===== config.mk =====
export PLATFORM = sky130hd
export DESIGN_NAME = bpu_update_scheduler
export DESIGN_NICKNAME = d
export VERILOG_FILES = /design/src/rtl/bpu_update_scheduler.sv
export SDC_FILE = /design/constraint.sdc
export NUM_CORES = 1
export LEC_CHECK = 0
export BUFFER_PORTS_ARGS = -buffer_cell sky130_fd_sc_hd__buf_2
export CAP_MARGIN = 0
export CELL_PAD_IN_SITES_DETAIL_PLACEMENT = 0
export CELL_PAD_IN_SITES_GLOBAL_PLACEMENT = 1
export CORE_AREA = 2 2 92 94
export DETAILED_ROUTE_END_ITERATION = 12
export DIE_AREA = 0 0 94 96
export HOLD_SLACK_MARGIN = 0.02
export PLACE_DENSITY = 0.79
export RECOVER_POWER = 50
export SLEW_MARGIN = 0
export SYNTH_ARGS = -nofsm -noshare
export SYNTH_HDL_FRONTEND = slang
export SYNTH_SLANG_ARGS = --single-unit

===== constraint.sdc =====
create_clock -name clk -period 3.8 [get_ports clk]
set_input_delay 0.19 -clock clk [delete_from_list [all_inputs] [get_ports clk]]
set_output_delay 0.19 -clock clk [all_outputs]
set_load 0.005 [all_outputs]

===== src/rtl/bpu_update_scheduler.sv =====
// Branch predictor update scheduler.
// Resolved-branch updates are queued in a small FIFO and written into the
// single-ported BHT/BTB only when fetch is not reading. If the FIFO fills, or
// if its head has been held back by lookups for MAX_WAIT cycles, fetch is
// stalled so that one queued update can be written.
module bpu_update_scheduler #(
   parameter int DEPTH    = 4,
   parameter int IDX_W    = 3,
   parameter int MAX_WAIT = 4
) (
   input  logic                     clk,
   input  logic                     rst_n,
   input  logic                     upd_valid,
   input  logic                     upd_wen_btb,
   input  logic [15:0]              upd_pc,
   input  logic                     upd_taken,
   input  logic [15:0]              upd_target,
   output logic                     upd_ready,
   input  logic                     lookup_req,
   input  logic [IDX_W-1:0]         lookup_idx,
   output logic                     lookup_grant,
   output logic                     fetch_stall,
   output logic                     mem_en,
   output logic                     mem_bht_we,
   output logic                     mem_btb_we,
   output logic [IDX_W-1:0]         mem_idx,
   output logic                     mem_taken,
   output logic [15:0]              mem_target,
   output logic [$clog2(DEPTH):0]   pending_cnt
);

   localparam int PTR_W  = $clog2(DEPTH);
   localparam int CNT_W  = PTR_W + 1;
   localparam int WAIT_W = $clog2(MAX_WAIT + 1);
   localparam logic [CNT_W-1:0]  FULL_CNT = CNT_W'(DEPTH);
   localparam logic [WAIT_W-1:0] WAIT_LIM = WAIT_W'(MAX_WAIT);

   typedef enum logic [1:0] {
      IDLE  = 2'd0,
      SERVE = 2'd1,
      FORCE = 2'd2
   } state_t;

   state_t            state_q, state_d;
   logic [PTR_W-1:0]  wr_ptr_q, rd_ptr_q;
   logic [CNT_W-1:0]  count_q, count_d;
   logic [WAIT_W-1:0] wait_q, wait_d;

   // Update queue storage; data words need no reset because count gates them.
   logic [IDX_W-1:0]  fifo_idx    [DEPTH];
   logic              fifo_taken  [DEPTH];
   logic              fifo_wen_btb[DEPTH];
   logic [15:0]       fifo_target [DEPTH];

   logic push, pop, grant;

   // Only pc[IDX_W:1] selects a table entry; the remaining bits are dropped.
   logic unused_pc_bits;
   assign unused_pc_bits = ^{upd_pc[15:IDX_W+1], upd_pc[0]};

   // upd_ready is held low while reset is asserted, even though the queue is empty.
   assign upd_ready = rst_n & (count_q != FULL_CNT);
   assign push      = upd_valid & upd_ready;
   // The state guarantees a non-empty queue whenever SERVE or FORCE is active.
   assign pop       = (state_q == FORCE) | ((state_q == SERVE) & ~lookup_req);
   assign grant     = rst_n & lookup_req & ((state_q == IDLE) | (state_q == SERVE));

   // Next occupancy, head wait time and scheduling mode.
   always_comb begin
      count_d = count_q;
      if (push && !pop) begin
         count_d = count_q + 1'b1;
      end else if (!push && pop) begin
         count_d = count_q - 1'b1;
      end

      if (pop || count_q == '0) begin
         wait_d = '0;
      end else if (wait_q != WAIT_LIM) begin
         wait_d = wait_q + 1'b1;
      end else begin
         wait_d = wait_q;
      end

      if (count_d == '0) begin
         state_d = IDLE;
      end else if (count_d == FULL_CNT || wait_d == WAIT_LIM) begin
         state_d = FORCE;
      end else begin
         state_d = SERVE;
      end
   end

   // Control state: pointers, occupancy, wait counter and mode.
   always_ff @(posedge clk or negedge rst_n) begin
      if (!rst_n) begin
         state_q  <= IDLE;
         wr_ptr_q <= '0;
         rd_ptr_q <= '0;
         count_q  <= '0;
         wait_q   <= '0;
      end else begin
         state_q <= state_d;
         count_q <= count_d;
         wait_q  <= wait_d;
         if (push) begin
            wr_ptr_q <= wr_ptr_q + 1'b1;
         end
         if (pop) begin
            rd_ptr_q <= rd_ptr_q + 1'b1;
         end
      end
   end

   // Capture an accepted update at the tail slot.
   always_ff @(posedge clk) begin
      if (push) begin
         fifo_idx[wr_ptr_q]     <= upd_pc[IDX_W:1];
         fifo_taken[wr_ptr_q]   <= upd_taken;
         fifo_wen_btb[wr_ptr_q] <= upd_wen_btb;
         fifo_target[wr_ptr_q]  <= upd_target;
      end
   end

   // Memory port mux: a head write wins over the fetch read when scheduled.
   always_comb begin
      mem_en     = 1'b0;
      mem_bht_we = 1'b0;
      mem_btb_we = 1'b0;
      mem_idx    = '0;
      mem_taken  = 1'b0;
      mem_target = '0;
      if (pop) begin
         mem_en     = 1'b1;
         mem_bht_we = 1'b1;
         mem_btb_we = fifo_wen_btb[rd_ptr_q];
         mem_idx    = fifo_idx[rd_ptr_q];
         mem_taken  = fifo_taken[rd_ptr_q];
         mem_target = fifo_target[rd_ptr_q];
      end else if (grant) begin
         mem_en  = 1'b1;
         mem_idx = lookup_idx;
      end
   end

   assign lookup_grant = grant;
   assign fetch_stall  = (state_q == FORCE) & lookup_req;
   assign pending_cnt  = count_q;

endmodule


# --- Yosys cells after proc, flatten, opt, wreduce, memory -nomap -nowiden ---
# Memory sizes are Yosys's and may differ from the RTL's.
# Cells that the tools add are included.
word_totals:
  ff_bits: 12
  mem_bits_rw: 84
  in_bits: 41
  output_inout_bits: 29
  word_cells: 54
  mem_count: 4
op_classes:
  n_addsub: 5
  eq_ne: 6
  muxes: 16
  bitwise: 9
  n_reduce_logical: 9
mem_list:
  columns: ["name", "depth", "word_bits", "rd", "rd_ports_with_merged_regs", "wr", "line", "source"]
  rows:
  - ["fifo_target", 4, 16, 1, 0, 1, "53", "logic [15:0] fifo_target [DEPTH];"]
  - ["fifo_idx", 4, 3, 1, 0, 1, "50", "logic [IDX_W-1:0] fifo_idx [DEPTH];"]
  - ["fifo_taken", 4, 1, 1, 0, 1, "51", "logic fifo_taken [DEPTH];"]
  - ["fifo_wen_btb", 4, 1, 1, 0, 1, "52", "logic fifo_wen_btb[DEPTH];"]
ops:
  columns: ["operator", "count"]
  rows:
  - ["2-to-1 mux 3 bit", 6]
  - ["2-to-1 mux 16 bit", 1]
  - ["2-to-1 mux 1 bit", 7]
  - ["adder 3 x 1 -> 3 bit (second input constant)", 2]
  - ["bitwise AND 1 bit", 6]
  - ["equality test 3 bit (second input constant)", 2]
  - ["zero test 3 bit", 2]
  - ["inequality test 3 bit (second input constant)", 2]
  - ["adder 2 x 1 -> 2 bit (second input constant)", 2]
  - ["2-to-1 mux 2 bit", 2]
  - ["subtractor 3 x 1 -> 3 bit (second input constant)", 1]
  - ["equality test 2 x 1 -> 1 bit (second input constant)", 1]
  - ["equality test 2 bit (second input constant)", 1]
  - ["logical AND 1 bit", 2]
  - ["zero test 1 bit", 2]
  - ["zero test 2 bit", 1]
  - ["logical OR 1 bit", 2]
  - ["OR 1 bit", 2]
  - ["NOT 1 bit", 1]

# --- Logic depth before layout (Yosys ltp) ---
logic_depth:
  word_depth: 11
  mapped_depth: 8
  depth_no_buf: 7

# --- Worst setup path before layout ---
# No wires, ideal clock.
synth_path:
  path_type: "register to register"
  start: "register count_q[0], in the netlist pending_cnt[0]"
  end: "register state_q[1]"
  setup_ns: 0.125
  arrival_ns: 1.904
  t_required_ns: 3.675
  path_slack_ns: 1.771
  path_stages_with_launch: 9
  path_buffers: 1
  period_less_slack_ns: 2.029
  cell_sequence: "dfrtp_1 > inv_1 > ha_1 > a21boi_4 > and2_4 > buf_12 > xnor2_4 > o311ai_4 > mux2_4"
synth_between:
  elab_chain_cells: 11
  elab_cells_between_ends: 19
  cone_classes: "add/sub: 2; eq/ne: 3; mux: 5; bitwise: 2; reduce/logical: 7"
synth_lines:
  columns: ["item", "line", "source"]
  rows:
  - ["start: declaration", "46", "logic [CNT_W-1:0] count_q, count_d;"]
  - ["start signal: assignment", "104", "count_q <= count_d;"]
  - ["inequality test 3 bit (*)", "62", "assign upd_ready = rst_n & (count_q != FULL_CNT);"]
  - ["bitwise AND 1 bit (*)", "62", null]
  - ["net upd_ready", "18", "output logic upd_ready,"]
  - ["bitwise AND 1 bit (*)", "63", "assign push = upd_valid & upd_ready;"]
  - ["zero test 1 bit", "73", "end else if (!push && pop) begin"]
  - ["logical AND 1 bit", "73", null]
  - ["2-to-1 mux 3 bit", "73", null]
  - ["2-to-1 mux 3 bit (*)", "71", "if (push && !pop) begin"]
  - ["equality test 3 bit", "87", "end else if (count_d == FULL_CNT || wait_d == WAIT_LIM) begin"]
  - ["logical OR 1 bit", "87", null]
  - ["2-to-1 mux 2 bit", "87", null]
  - ["2-to-1 mux 2 bit (*)", "85", "if (count_d == '0) begin"]
  - ["net state_d[1]", "44", "state_t state_q, state_d;"]
  - ["end signal: assignment", "103", "state_q <= state_d;"]
  - ["end: declaration", "44", null]
# Mark *: on every way through the listed nets, which the timed path passes. The rest lies on a longest branch.
# A chain may end at the register's enable or synchronous reset.

# --- Worst setup path in the final report ---
layout_path:
  start: "register rd_ptr_q[0]"
  end: "output mem_idx[2]"
layout_between:
  elab_chain_cells: 2
layout_lines:
  columns: ["item", "line", "source"]
  rows:
  - ["start: declaration", "45", "logic [PTR_W-1:0] wr_ptr_q, rd_ptr_q;"]
  - ["start signal: assignment", "110", "rd_ptr_q <= rd_ptr_q + 1'b1;"]
  - ["memory (4 x 3 bit)", null, null]
  - ["2-to-1 mux 3 bit", "133", "if (pop) begin"]
  - ["end: declaration", "26", "output logic [IDX_W-1:0] mem_idx,"]
# No other way between the ends.

==> results.toml <==
[run_status]
status = "finished clean"

[synthesis]
syn-num-nets = 264
synth_most_common_cell = "edfxtp_1"
netlist.area_leader.share_pct = 62.86
syn_area_sq_um = 4013
ys_types = 34
async_flop_share_pct = 12.50
post-synth-top-area-cell = "edfxtp_1"
synth_area_leaders = "edfxtp_1 63%, mux4_2 12%, dfrtp_1 7.5%, and2_1 3.0%, ha_1 2.8%"
synth_common_cells = "84 x edfxtp_1, 21 x mux4_2, 19 x and2_1"
synth_area_per_cell_sq_um = 18.75
synth-main-ff-cell = "edfxtp_1"
syn_inst = 214
synth_seq_cells = 96
synth-seq-area-share_pct = 70.35
yosys_warnings = 0
synth_edf_count = 84

[clock_tree]
cts-resized-gates = 0
cts_setup_buffers = 0
clk_latency_ps = 360
cts_buffers = 9
hold_buffers = 1
cts_tree = "built"
h-tree-depth = 3
path_clk_slew_ps = 90
ctsRootBufferMaster = "clkbuf_8"
clock_path_buffers = 2
clock-sinks = 96

[timing]
tightest_slew_ps = 1404
hold_viol = 0
fin_tns_setup_ps = 0
maxSlewViolCount = 0
layout_setup_ws_ps = 990.6
grt_setup_unrepaired = "no"
skew_ps = 12.79
setup_viol = 0
fin_crit_ps = 2809
period_share_pct = 73.93
fmax_mhz = 355.9
relSlewSlack_pct = 6.426
fin_hold_ws_ps = 84.72

[routing]
drt_pass1_iterations = 4
drc = 0
vias = 2000
viasPerCell = 5.208
ant_nets = 0
drt_iter0_drc = 89
wl_per_cell_microns = 17.32
routed_wl_microns = 6652

[floorplan]
coreArea_sq_um = 8051
rows = 33
die_y_microns = 96
dieArea_sq_um = 9024
die_w_microns = 94
boundaryPins = 70
start_util_pct = 49.84

[critical_path]
startpoint_type = "flip-flop"
cp.arrival_ps = 2620
rr_startpoint = "pending_cnt[0]"
crit_path_end_kind = "primary output"
crit_required_ps = 3610
path_max_fanout = 23
cp_top_family = "flip-flops"
rrSetupSlack_ps = 1270
critPathSlowestCell = "dfrtp_1"
cp.buffers_inverters = 1
reg2reg_depth = 7
cpPeakStageDelay_ps = 1280
criticalPathCategory = "flip-flop to primary output"
crit_chain = "mux4_2 -> a22o_1 -> buf_2"
reg2reg_to = "state_q[1]"

[power]
combPwrFrac_pct = 27.7
seqPwrFrac_pct = 50.5
p_sw_uw = 881.7
clockPowerShare_pct = 21.8
intPower_mw = 2.080
p_leak_nw = 1.610
swShare_pct = 29.77
peakVddDrop_uv = 311.0
powerDensity_nw_per_um2 = 656.3

[global_routing]
gr-usage-met3_pct = 3.602
grt_busiest_layer = "met2"
grt.total_usage_pct = 16.01
grt_pass1_vias = 1981
met1_usage_pct = 20.21
grt_max_degree = 26
grt-ovfl-total = 0
met2_usage_pct = 26.43
antenna_found_initial = 0
grt_pass1_wl_microns = 10400

[place]
gp_congestion = 0.7512
pre_cts_slack_ps = 1671
portBuffers = 56
placed_cells = 367
hpwlAfterDp_microns = 3986

[worst_hold_path]
min_path_type = "primary input to flip-flop"
min_from = "upd_target[13]"
min_delay_path_depth = 1
min_to = "fifo_target[3][13]"

[cells_and_area]
layout-drive-gt1-share_pct = 27.60
register_area_sq_um = 2823
antenna_cells = 0
finalNetCount = 324
area_delta_synth_final_pct = 12.47
fillers = 667
multi_input_area_sq_um = 1074
fin_cells = 384

[flow_run]
drv_cap = 0
## routing by layer
layer / part of all wire [%] / vias to the layer above
li1: - / 938
met1: 43 / 1016
met2: 51 / 36
met3: 4.0 / 10
met4: 1.9 / 0
met5: 0 / -
## worst reg2reg max path: stages, from the launching register on
cell,delay (ps)
dfrtp_1,480
inv_1,130
ha_1,230
a21boi_0,510
and2_4,330
xnor2_1,150
o311ai_4,280
mux2_4,320
## flip-flops by register name (all words and copies together) (netlist names)
name and flops:
fifo_idx 12, fifo_wen_btb 4, rd_ptr_q 2, pending_cnt 3, wr_ptr_q 2, state_q 2
fifo_taken 4, wait_q 3, fifo_target 64
## cells in the final DEF, fill, tap and decap left out, types with 2 or more instances in the layout
cell type,instances
edfxtp_1,84
buf_2,30
clkbuf_1,26
mux4_2,21
and2_1,19
dfrtp_1,12
nor2_1,9
ha_1,9
clkbuf_8,9
inv_1,8
nand2_1,7
xnor2_1,6
o21ai_0,5
and3_2,4
a22o_1,3
clkinvlp_4,3
nor3_1,2
nand4b_1,2
## area by class of cell
| class | count | share of cell area (%) |
|---|---|---|
| clock buffer | 9 | 2.745 |
| sequential | 96 | 62.55 |
| timing repair buffer | 57 | 5.711 |
| inverter | 9 | 0.7485 |
| tap | 105 | 2.911 |
| multi-input combinational | 101 | 23.79 |
| clock inverter | 7 | 1.553 |
## stage by stage
step                util, %  total power [mW]  instance area (sq um)
global route          56.05             3.149                   4513
CTS                   56.88             3.033                   4579
finish                56.05             2.962                   4513
floorplan                 -             2.120                   4013
global placement      54.34             2.384                   4375
detailed placement    54.34             2.397                   4375
## power by group through the flow
stage / registers, mW / logic [mW] / clock network, mW
floorplan: 1.40 / 0.724 / 0
finish: 1.50 / 0.819 / 0.646
global placement: 1.54 / 0.849 / 0
detailed placement: 1.54 / 0.856 / 0
CTS: 1.51 / 0.861 / 0.659
global route: 1.53 / 0.915 / 0.700
## worst max-delay path by stage
stage,from,to,slack [ps],cells after the start
after global placement,pending_cnt[0],state_q[1],1670,7
after global routing,rd_ptr_q[0],mem_idx[2],710,3
after CTS,rd_ptr_q[0],mem_idx[2],1370,3
final,rd_ptr_q[0],mem_idx[2],990,3
after floorplan,pending_cnt[0],state_q[1],1770,8
after detailed placement,pending_cnt[0],state_q[1],1670,7
## logic make-up after synthesis
kind of cell,share of synthesized area [%]
AO/OA/AOI/OAI,3.025
XOR/XNOR,1.996
adder cells (fa/ha/maj),2.806
buffers and inverters,2.089
flip-flops,70.35
multiplexers,12.44
AND/OR/NAND/NOR,7.297
Power figures use the tool's default switching activity.
